File: src/rtl/md_sequencer.sv
// md_sequencer: iterative RV32M multiply/divide unit for the EX stage.
// One radix-2 step per cycle (32 steps), then a sign-fix cycle, then a
// one-cycle Done pulse. Divide-by-zero and signed overflow skip straight
// to DONE. Busy stalls the pipeline while an operation is in flight.
module md_sequencer (
  input  logic        CPU_CLK,
  input  logic        CPU_RST,
  input  logic        Start,
  input  logic [2:0]  Funct3,
  input  logic [31:0] Operand1,
  input  logic [31:0] Operand2,
  input  logic        Flush,
  output logic        Busy,
  output logic        Done,
  output logic [31:0] Result
);

  typedef enum logic [1:0] {
    IDLE = 2'd0,
    CALC = 2'd1,
    FIX  = 2'd2,
    DONE = 2'd3
  } state_e;

  typedef enum logic [2:0] {
    OP_MUL    = 3'b000,
    OP_MULH   = 3'b001,
    OP_MULHSU = 3'b010,
    OP_MULHU  = 3'b011,
    OP_DIV    = 3'b100,
    OP_DIVU   = 3'b101,
    OP_REM    = 3'b110,
    OP_REMU   = 3'b111
  } op_e;

  state_e      state_q, state_d;
  logic [4:0]  cnt_q, cnt_d;
  logic [2:0]  f3_q, f3_d;
  // acc_q/lo_q form the 64-bit product when multiplying, and the
  // remainder/quotient pair when dividing.
  logic [31:0] acc_q, acc_d;
  logic [31:0] lo_q, lo_d;
  // Magnitude of the multiplicand or divisor.
  logic [31:0] opa_q, opa_d;
  logic        neg_res_q, neg_res_d;
  logic        neg_rem_q, neg_rem_d;
  logic [31:0] result_q, result_d;

  // Request decode on the raw inputs.
  logic        op1_signed, op2_signed;
  logic        op1_neg, op2_neg;
  logic [31:0] op1_abs, op2_abs;
  logic        div_zero, div_ovf, bypass;
  logic [31:0] byp_res;
  logic        start_ok;

  assign op1_signed = (Funct3 == OP_MULH) || (Funct3 == OP_MULHSU) ||
                      (Funct3 == OP_DIV)  || (Funct3 == OP_REM);
  assign op2_signed = (Funct3 == OP_MULH) || (Funct3 == OP_DIV) ||
                      (Funct3 == OP_REM);
  assign op1_neg    = op1_signed & Operand1[31];
  assign op2_neg    = op2_signed & Operand2[31];
  assign op1_abs    = op1_neg ? (32'd0 - Operand1) : Operand1;
  assign op2_abs    = op2_neg ? (32'd0 - Operand2) : Operand2;

  assign div_zero = Funct3[2] & (Operand2 == 32'd0);
  assign div_ovf  = Funct3[2] & ~Funct3[0] &
                    (Operand1 == 32'h8000_0000) & (Operand2 == 32'hFFFF_FFFF);
  assign bypass   = div_zero | div_ovf;
  // Funct3[1] selects the remainder flavour within the divide group.
  assign byp_res  = div_zero ? (Funct3[1] ? Operand1 : 32'hFFFF_FFFF)
                             : (Funct3[1] ? 32'd0    : 32'h8000_0000);

  assign start_ok = Start & ~Flush & ((state_q == IDLE) || (state_q == DONE));

  // One shift-add multiply step: add the multiplicand into the upper half
  // when the current multiplier bit is set, then shift the pair right.
  logic [32:0] mul_sum;
  logic [63:0] mul_nxt;
  assign mul_sum = {1'b0, acc_q} + (lo_q[0] ? {1'b0, opa_q} : 33'd0);
  assign mul_nxt = {mul_sum, lo_q[31:1]};

  // One restoring divide step: shift the next dividend bit into the
  // partial remainder and subtract the divisor if it fits.
  logic [32:0] div_shift, div_diff;
  logic        div_ge;
  logic [31:0] div_rem_nxt, div_quo_nxt;
  assign div_shift   = {acc_q, lo_q[31]};
  assign div_diff    = div_shift - {1'b0, opa_q};
  assign div_ge      = ~div_diff[32];
  assign div_rem_nxt = div_ge ? div_diff[31:0] : div_shift[31:0];
  assign div_quo_nxt = {lo_q[30:0], div_ge};

  // Sign correction applied in FIX.
  logic [63:0] prod_fix;
  logic [31:0] quo_fix, rem_fix;
  assign prod_fix = neg_res_q ? (64'd0 - {acc_q, lo_q}) : {acc_q, lo_q};
  assign quo_fix  = neg_res_q ? (32'd0 - lo_q) : lo_q;
  assign rem_fix  = neg_rem_q ? (32'd0 - acc_q) : acc_q;

  // Next-state, datapath update and output decode.
  always_comb begin
    // NOTE: every signal written here gets a default first so no path can
    // leave it unassigned, which would otherwise infer a latch.
    state_d   = state_q;
    cnt_d     = cnt_q;
    f3_d      = f3_q;
    acc_d     = acc_q;
    lo_d      = lo_q;
    opa_d     = opa_q;
    neg_res_d = neg_res_q;
    neg_rem_d = neg_rem_q;
    result_d  = result_q;
    Busy      = 1'b0;
    Done      = 1'b0;

    unique case (state_q)
      IDLE, DONE: begin
        Done    = (state_q == DONE);
        Busy    = start_ok;
        state_d = IDLE;
        if (start_ok) begin
          f3_d      = Funct3;
          cnt_d     = 5'd31;
          acc_d     = 32'd0;
          lo_d      = Funct3[2] ? op1_abs : op2_abs;
          opa_d     = Funct3[2] ? op2_abs : op1_abs;
          neg_res_d = op1_neg ^ op2_neg;
          neg_rem_d = op1_neg;
          if (bypass) begin
            result_d = byp_res;
            state_d  = DONE;
          end else begin
            state_d  = CALC;
          end
        end
      end
      CALC: begin
        Busy = 1'b1;
        if (f3_q[2]) begin
          acc_d = div_rem_nxt;
          lo_d  = div_quo_nxt;
        end else begin
          {acc_d, lo_d} = mul_nxt;
        end
        if (cnt_q == 5'd0) begin
          state_d = FIX;
        end else begin
          cnt_d = cnt_q - 5'd1;
        end
      end
      FIX: begin
        Busy    = 1'b1;
        state_d = DONE;
        unique case (f3_q)
          OP_MUL:                      result_d = prod_fix[31:0];
          OP_MULH, OP_MULHSU, OP_MULHU: result_d = prod_fix[63:32];
          OP_DIV, OP_DIVU:             result_d = quo_fix;
          default:                     result_d = rem_fix;
        endcase
      end
      default: state_d = IDLE;
    endcase

    // Abort from the hazard logic: drop the operation, keep the old result.
    if (Flush) begin
      state_d  = IDLE;
      result_d = result_q;
    end
  end

  assign Result = result_q;

  // State and datapath registers with synchronous reset.
  always_ff @(posedge CPU_CLK) begin
    // NOTE: sequential state uses non-blocking assignments so every register
    // samples pre-edge values, independent of statement order.
    if (CPU_RST) begin
      state_q   <= IDLE;
      cnt_q     <= 5'd0;
      f3_q      <= 3'd0;
      acc_q     <= 32'd0;
      lo_q      <= 32'd0;
      opa_q     <= 32'd0;
      neg_res_q <= 1'b0;
      neg_rem_q <= 1'b0;
      result_q  <= 32'd0;
    end else begin
      state_q   <= state_d;
      cnt_q     <= cnt_d;
      f3_q      <= f3_d;
      acc_q     <= acc_d;
      lo_q      <= lo_d;
      opa_q     <= opa_d;
      neg_res_q <= neg_res_d;
      neg_rem_q <= neg_rem_d;
      result_q  <= result_d;
    end
  end

endmodule

File: config.mk
export PLATFORM = sky130hd
export DESIGN_NAME = md_sequencer
export DESIGN_NICKNAME = d
export VERILOG_FILES = /design/src/rtl/md_sequencer.sv
export SDC_FILE = /design/constraint.sdc
export NUM_CORES = 1
export LEC_CHECK = 0
export CAP_MARGIN = 10
export CORE_UTILIZATION = 35
export CTS_CLUSTER_SIZE = 24
export DETAILED_ROUTE_END_ITERATION = 10
export DONT_BUFFER_PORTS = 1
export SYNTH_ARGS = -nofsm -noshare
export SYNTH_HDL_FRONTEND = slang
export SYNTH_SLANG_ARGS = --single-unit
File: constraint.sdc
create_clock -name CPU_CLK -period 7.3 [get_ports CPU_CLK]
set_input_delay 1.825 -clock CPU_CLK [delete_from_list [all_inputs] [get_ports CPU_CLK]]
set_output_delay 1.825 -clock CPU_CLK [all_outputs]
set_load 0.01 [all_outputs]
* Word-level counts from Yosys, hierarchy flattened *
Index checks and enable logic that the tools add are counted.

operators by class
  add/subtract/negate cells = 8
  eq/ne operators = 18
  multiplexer cells = 31
  bitwise gates (word level) = 13
  reduce and logical (&&, ||, !) cells = 21

operator list
  operator                                                               number
  32-bit two-way mux                                                     17
  32-bit one-hot mux with 2 select lines                                 3
  1-bit by 32-bit subtractor with 32-bit output, first input constant    4
  32-bit one-hot mux with 3 select lines                                 1
  32-bit equality test, second input constant                            2
  64-bit two-way mux                                                     1
  1-bit by 64-bit subtractor with 64-bit output, first input constant    1
  32-bit by 32-bit adder with 33-bit output                              1
  33-bit by 32-bit subtractor with 33-bit output                         1
  32-bit zero test                                                       1
  3-bit equality test, second input constant                             4
  5-bit two-way mux                                                      2
  5-bit one-hot mux with 2 select lines                                  1
  3-bit by 2-bit equality test with 1-bit output, second input constant  3
  1-bit AND                                                              8
  2-bit inequality test, second input constant                           4
  2-bit OR reduction                                                     4
  3-bit by 1-bit equality test with 1-bit output, second input constant  2
  1-bit logical OR                                                       6
  2-bit two-way mux                                                      3
  2-bit one-hot mux with 3 select lines                                  1
  5-bit zero test                                                        1
  5-bit by 1-bit subtractor with 5-bit output, second input constant     1
  2-bit equality test, second input constant                             2
  13 further kinds                                                       17

storage, ports and cells
  bits in registers = 140
  input port bits = 71
  logic and storage cells = 100

* Depth between registers and ports, before layout *
  depth in word-level cells = 9
  gate-level depth with buffers = 15

* Least setup slack after synthesis *
No wires, ideal clock.

  path kind = input to register
  start = input port Operand2[4]
  end = register result_q[21] (netlist: Result[21])
  library setup time = 0.070 ns
  data arrival time = 4.396 ns
  required time = 7.230 ns
  setup slack = 2.834 ns
  stages = 11
  path buffers = 2
  cell sequence = nor4_4 -> nand3b_1 -> or4_4 -> or4_1 -> buf_2 -> nor2_4 -> a211oi_2 -> or3_1 -> buf_2 -> or3_1 -> a21oi_1

on the way
  longest elaborated chain between the ends = 6
  elaborated cells between the ends (all ways) = 11
  classes of those cells = eq/ne: 2; mux: 4; bitwise: 3; reduce/logical: 2

RTL lines
  element                                 line  source
  from (decl)                             11    input logic [31:0] Operand2,
  32-bit zero test                        66    assign div_zero = Funct3[2] & (Operand2 == 32'd0);
  1-bit AND                               66
  32-bit two-way mux                      71    assign byp_res = div_zero ? (Funct3[1] ? Operand1 : 32'hFFFF_FFFF)
  32-bit two-way mux                      130   if (bypass) begin
  32-bit two-way mux                      122   if (start_ok) begin
  32-bit one-hot mux with 2 select lines  117   unique case (state_q)
  to (signal assigned)                    197   result_q <= result_d;
  to (decl)                               47    logic [31:0] result_q, result_d;

Several ways; a longest one is shown, not always the timed one. The select of a mux whose other input is x is not followed.
A chain may end at the register's enable or synchronous reset.

* Final worst setup path *
  start = input port Operand2[4]
  end = register result_q[17] (netlist: Result[17])

The elaborated chain is that of the path after synthesis.

==> results.py <==
metrics = {
    "logic_synthesis": {
        "synth_top_cell_area_share_pct": 19.3,
        "synth_warnings": 0,
        "ys_ff_latch": 140,
        "synth_cells": 2057,
        "syn_avg_cell_area_um2": 7.07,
        "synth_flop_cell": "dfxtp_1",
        "synthArstFlopShare_pct": 0,
        "ys_seq_area_share_pct": 19.3,
        "synth_nets": 2204,
        "yosys.area.top_type": "dfxtp_1",
        "synth.distinct_cells": 76,
        "synth_area_mm2": 0.0145,
        "synth_edf_count": 0,
        "synthTopCellsByArea": "dfxtp_1 (19%), nor2_1 (6.5%), ha_1 (6.4%), xor2_1 (6.1%), a21oi_1 (5.6%)",
    },
    "timing": {
        "slew_violations": 0,
        "setup_viol_count_final": 0,
        "hold_ws_ns": 0.452,
        "min_period_ns": 5.09,
        "hold_viol": 0,
        "worst_pin_slew_ns": 1.06,
        "skew_ns": 0.00939,
        "fmax_mhz": 196,
        "setup_slack_ns": 2.21,
        "fin_tns_setup_ns": 0,
        "rsz0062_at_grt": "no",
        "slew_headroom_pct": 29.2,
        "finalCritPeriodShare_pct": 69.8,
    },
    "pwr": {
        "seq_power_share_pct": 33.5,
        "internal-power_mw": 1.72,
        "switching_share_pct": 32.4,
        "p_clk_share_pct": 41.2,
        "combPwrFrac_pct": 25.3,
        "power_mw": 2.54,
        "p_leak_nw": 5.76,
        "p_switching_mw": 0.825,
        "p_per_area_mw_per_mm2": 164,
        "irDropWorstVdd_v": 0.000180,
    },
    "place": {
        "hpwl_um": 44100,
        "dpl_cell_area_mm2": 0.0148,
        "place_congestion": 0.951,
        "dp_slack_ns": 1.82,
        "dpl.cell_count": 2457,
        "port_buffers": 0,
    },
    "floorplan": {
        "fp.dieW_um": 206,
        "pin_count": 105,
        "row_count": 74,
        "start_util_pct": 35.5,
        "die-area_mm2": 0.0424,
        "core_mm2": 0.0409,
        "die_h_um": 206,
    },
    "route": {
        "vias": 15400,
        "firstDrtPassIters": 6,
        "viasPerCell": 6.19,
        "ant_nets": 0,
        "routed_wl_um": 57700,
        "drc": 0,
        "wl_per_cell_um": 23.2,
        "drt_iter0_drc": 1582,
    },
    "global_routing": {
        "grt_max_degree": 115,
        "overflow": 0,
        "grt_pass1_wl_um": 86000,
        "grt_pass1_vias": 14100,
        "antenna_found_initial": 0,
        "grt_use_total_pct": 26.8,
    },
    "final_layout": {
        "layout-drive-gt1-share_pct": 5.52,
        "register_area_mm2": 0.00281,
        "final_cell_area_mm2": 0.0155,
        "multiInputGateArea_mm2": 0.0109,
        "areaGrowthSynthToFinish_pct": 6.58,
        "final_common_cell": "nor2_1",
        "layout.nets": 2091,
        "fillerInstances": 4374,
        "finalNonFillerCells": 2488,
        "utilization_pct": 37.9,
        "final_cell_mix": "nor2_1 (250), nand2_1 (199), a21oi_1 (162), o21ai_0 (145), dfxtp_1 (138)",
    },
    "worst_setup_path": {
        "cp-endpoint": "Result[17]$_SDFFE_PP0P_",
        "cp_cell_sequence": "nor4_4 > nand3b_1 > or4_4 > or4_1 > nor2_4 > a211oi_2 > nor3_4 > buf_4 > nor2_1 > a311oi_1",
        "cpPeakStageDelay_ns": 0.78,
        "r2r_slack_ns": 2.34,
        "crit_family": "simple AND/OR/NAND/NOR gates",
        "r2r_end": "lo_q[0]$_SDFFE_PP0P_",
        "r2r_start": "lo_q[31]$_SDFFE_PP0P_",
        "critPathLaunch": "Operand2[4]",
        "reg2regPathDepth": 14,
        "arrival_ns": 5.45,
        "cp-start-kind": "primary input",
        "critical_path_required_ns": 7.66,
        "critPathCaptureType": "register",
        "worstPathMaxFanout": 27,
        "worst_path_max_delay_cell": "nor3_4",
        "setup.worst_path.class": "in2reg",
        "cp_num_buf_inv": 1,
        "cp.depth": 10,
    },
    "flow_run": {
        "drv_cap": 0,
    },
    "clock_network": {
        "cts_buffer_depth": 2,
        "cts_hold_buffers": 0,
        "postCtsResizedCells": 0,
        "cts_tree": "yes",
        "cts_root_buf": "clkbuf_16",
        "numCtsBuffers": 17,
        "clk_latency_ns": 0.46,
        "post_cts_buffers": 0,
        "clkTransAtPathRegs_ns": 0.06,
        "htreeDepth": 4,
        "numClockSinks": 140,
    },
    "status": {
        "status": "finished, final reports clean",
    },
    "worst_hold_path": {
        "hp-class": "reg2reg",
    },
}
[layout make-up]
class                      instances  area share, %
multi-input combinational       1693           70.5
sequential                       140           18.1
tap                              532           4.30
clock buffer                      19           2.86
inverter                          73           1.77
clock inverter                    11           1.56
timing repair buffer              19          0.920
antenna                            1         0.0161
[tightest hold or removal path, stage by stage, from the launching register on]
cell and delay [ns]:
dfxtp_1 0.31, nand2_1 0.05, a21oi_1 0.05
[sequential cells by signal, indices dropped and copies added (netlist names)]
register,cells
f3_q,3
neg_res_q,1
cnt_q,5
opa_q,32
state_q,2
neg_rem_q,1
lo_q,32
acc_q,32
Result,32
[power groups by stage]
stage                     Clock [mW]  Sequential [mW]  Combinational, mW
after floorplan                    0            0.841              0.489
after global placement             0            0.865              0.619
after detailed placement           0            0.866              0.625
after CTS                       1.06            0.849              0.629
after global routing            1.09            0.856              0.694
final                           1.05            0.852              0.644
[synth_stat cells (5+ instances only)]
cell,instances
clkbuf_1,125
nand3_1,37
o31ai_1,26
or3_1,28
and3_1,6
nand2b_1,22
nor4_1,24
inv_1,70
a22oi_1,25
o221ai_1,12
or2_2,5
ha_1,74
nor3_1,60
a21boi_0,5
nand2_1,199
mux2i_1,55
o21a_1,18
a21oi_1,162
or4_1,14
and2_1,11
o22ai_1,19
nand3b_1,7
xor2_1,102
nor2_1,252
o211ai_1,25
nand4_1,17
o21ai_0,146
buf_1,12
a211oi_1,62
dfxtp_1,140
a21o_1,34
a221oi_1,7
xnor2_1,87
o21bai_1,8
a311oi_1,21
a31oi_1,13
nor2b_1,10
mux2_2,28
o41ai_1,11
buf_2,13
[cells by family (layout without fill, tap and decap cells)]
kind of cell    Yosys count  count (layout)  synth area share (%)
other cells               0               1                     0
mux                      83              83                  5.96
buf+inv                 224             122                  5.95
compound gates          630             630                  27.9
xor+xnor                189             189                  11.4
flops                   140             140                  19.3
simple gates            715             715                  22.9
fa+ha+maj                76              76                  6.64
[metal layers]
layer | share of wire (%) | global-route usage, % | vias up
li1 | - | - | 7195
met1 | 43 | 35.2 | 7343
met2 | 43 | 40.6 | 739
met3 | 9.6 | 7.43 | 113
met4 | 4.3 | 12.1 | 0
met5 | 0 | 0 | -
[how the worst min path moves through the flow]
| stage | start | to | slack (ns) | depth (start not counted) |
|---|---|---|---|---|
| after floorplan | opa_q[7]$_SDFFE_PP0P_ | opa_q[7]$_SDFFE_PP0P_ | 0.43 | 2 |
| after global placement | opa_q[29]$_SDFFE_PP0P_ | opa_q[29]$_SDFFE_PP0P_ | 0.44 | 2 |
| after detailed placement | opa_q[29]$_SDFFE_PP0P_ | opa_q[29]$_SDFFE_PP0P_ | 0.45 | 2 |
| after CTS | opa_q[29]$_SDFFE_PP0P_ | opa_q[29]$_SDFFE_PP0P_ | 0.46 | 2 |
| after global routing | opa_q[11]$_SDFFE_PP0P_ | opa_q[11]$_SDFFE_PP0P_ | 0.49 | 2 |
| final | opa_q[29]$_SDFFE_PP0P_ | opa_q[29]$_SDFFE_PP0P_ | 0.45 | 2 |
No activity file was read; power rests on OpenSTA's default activity.
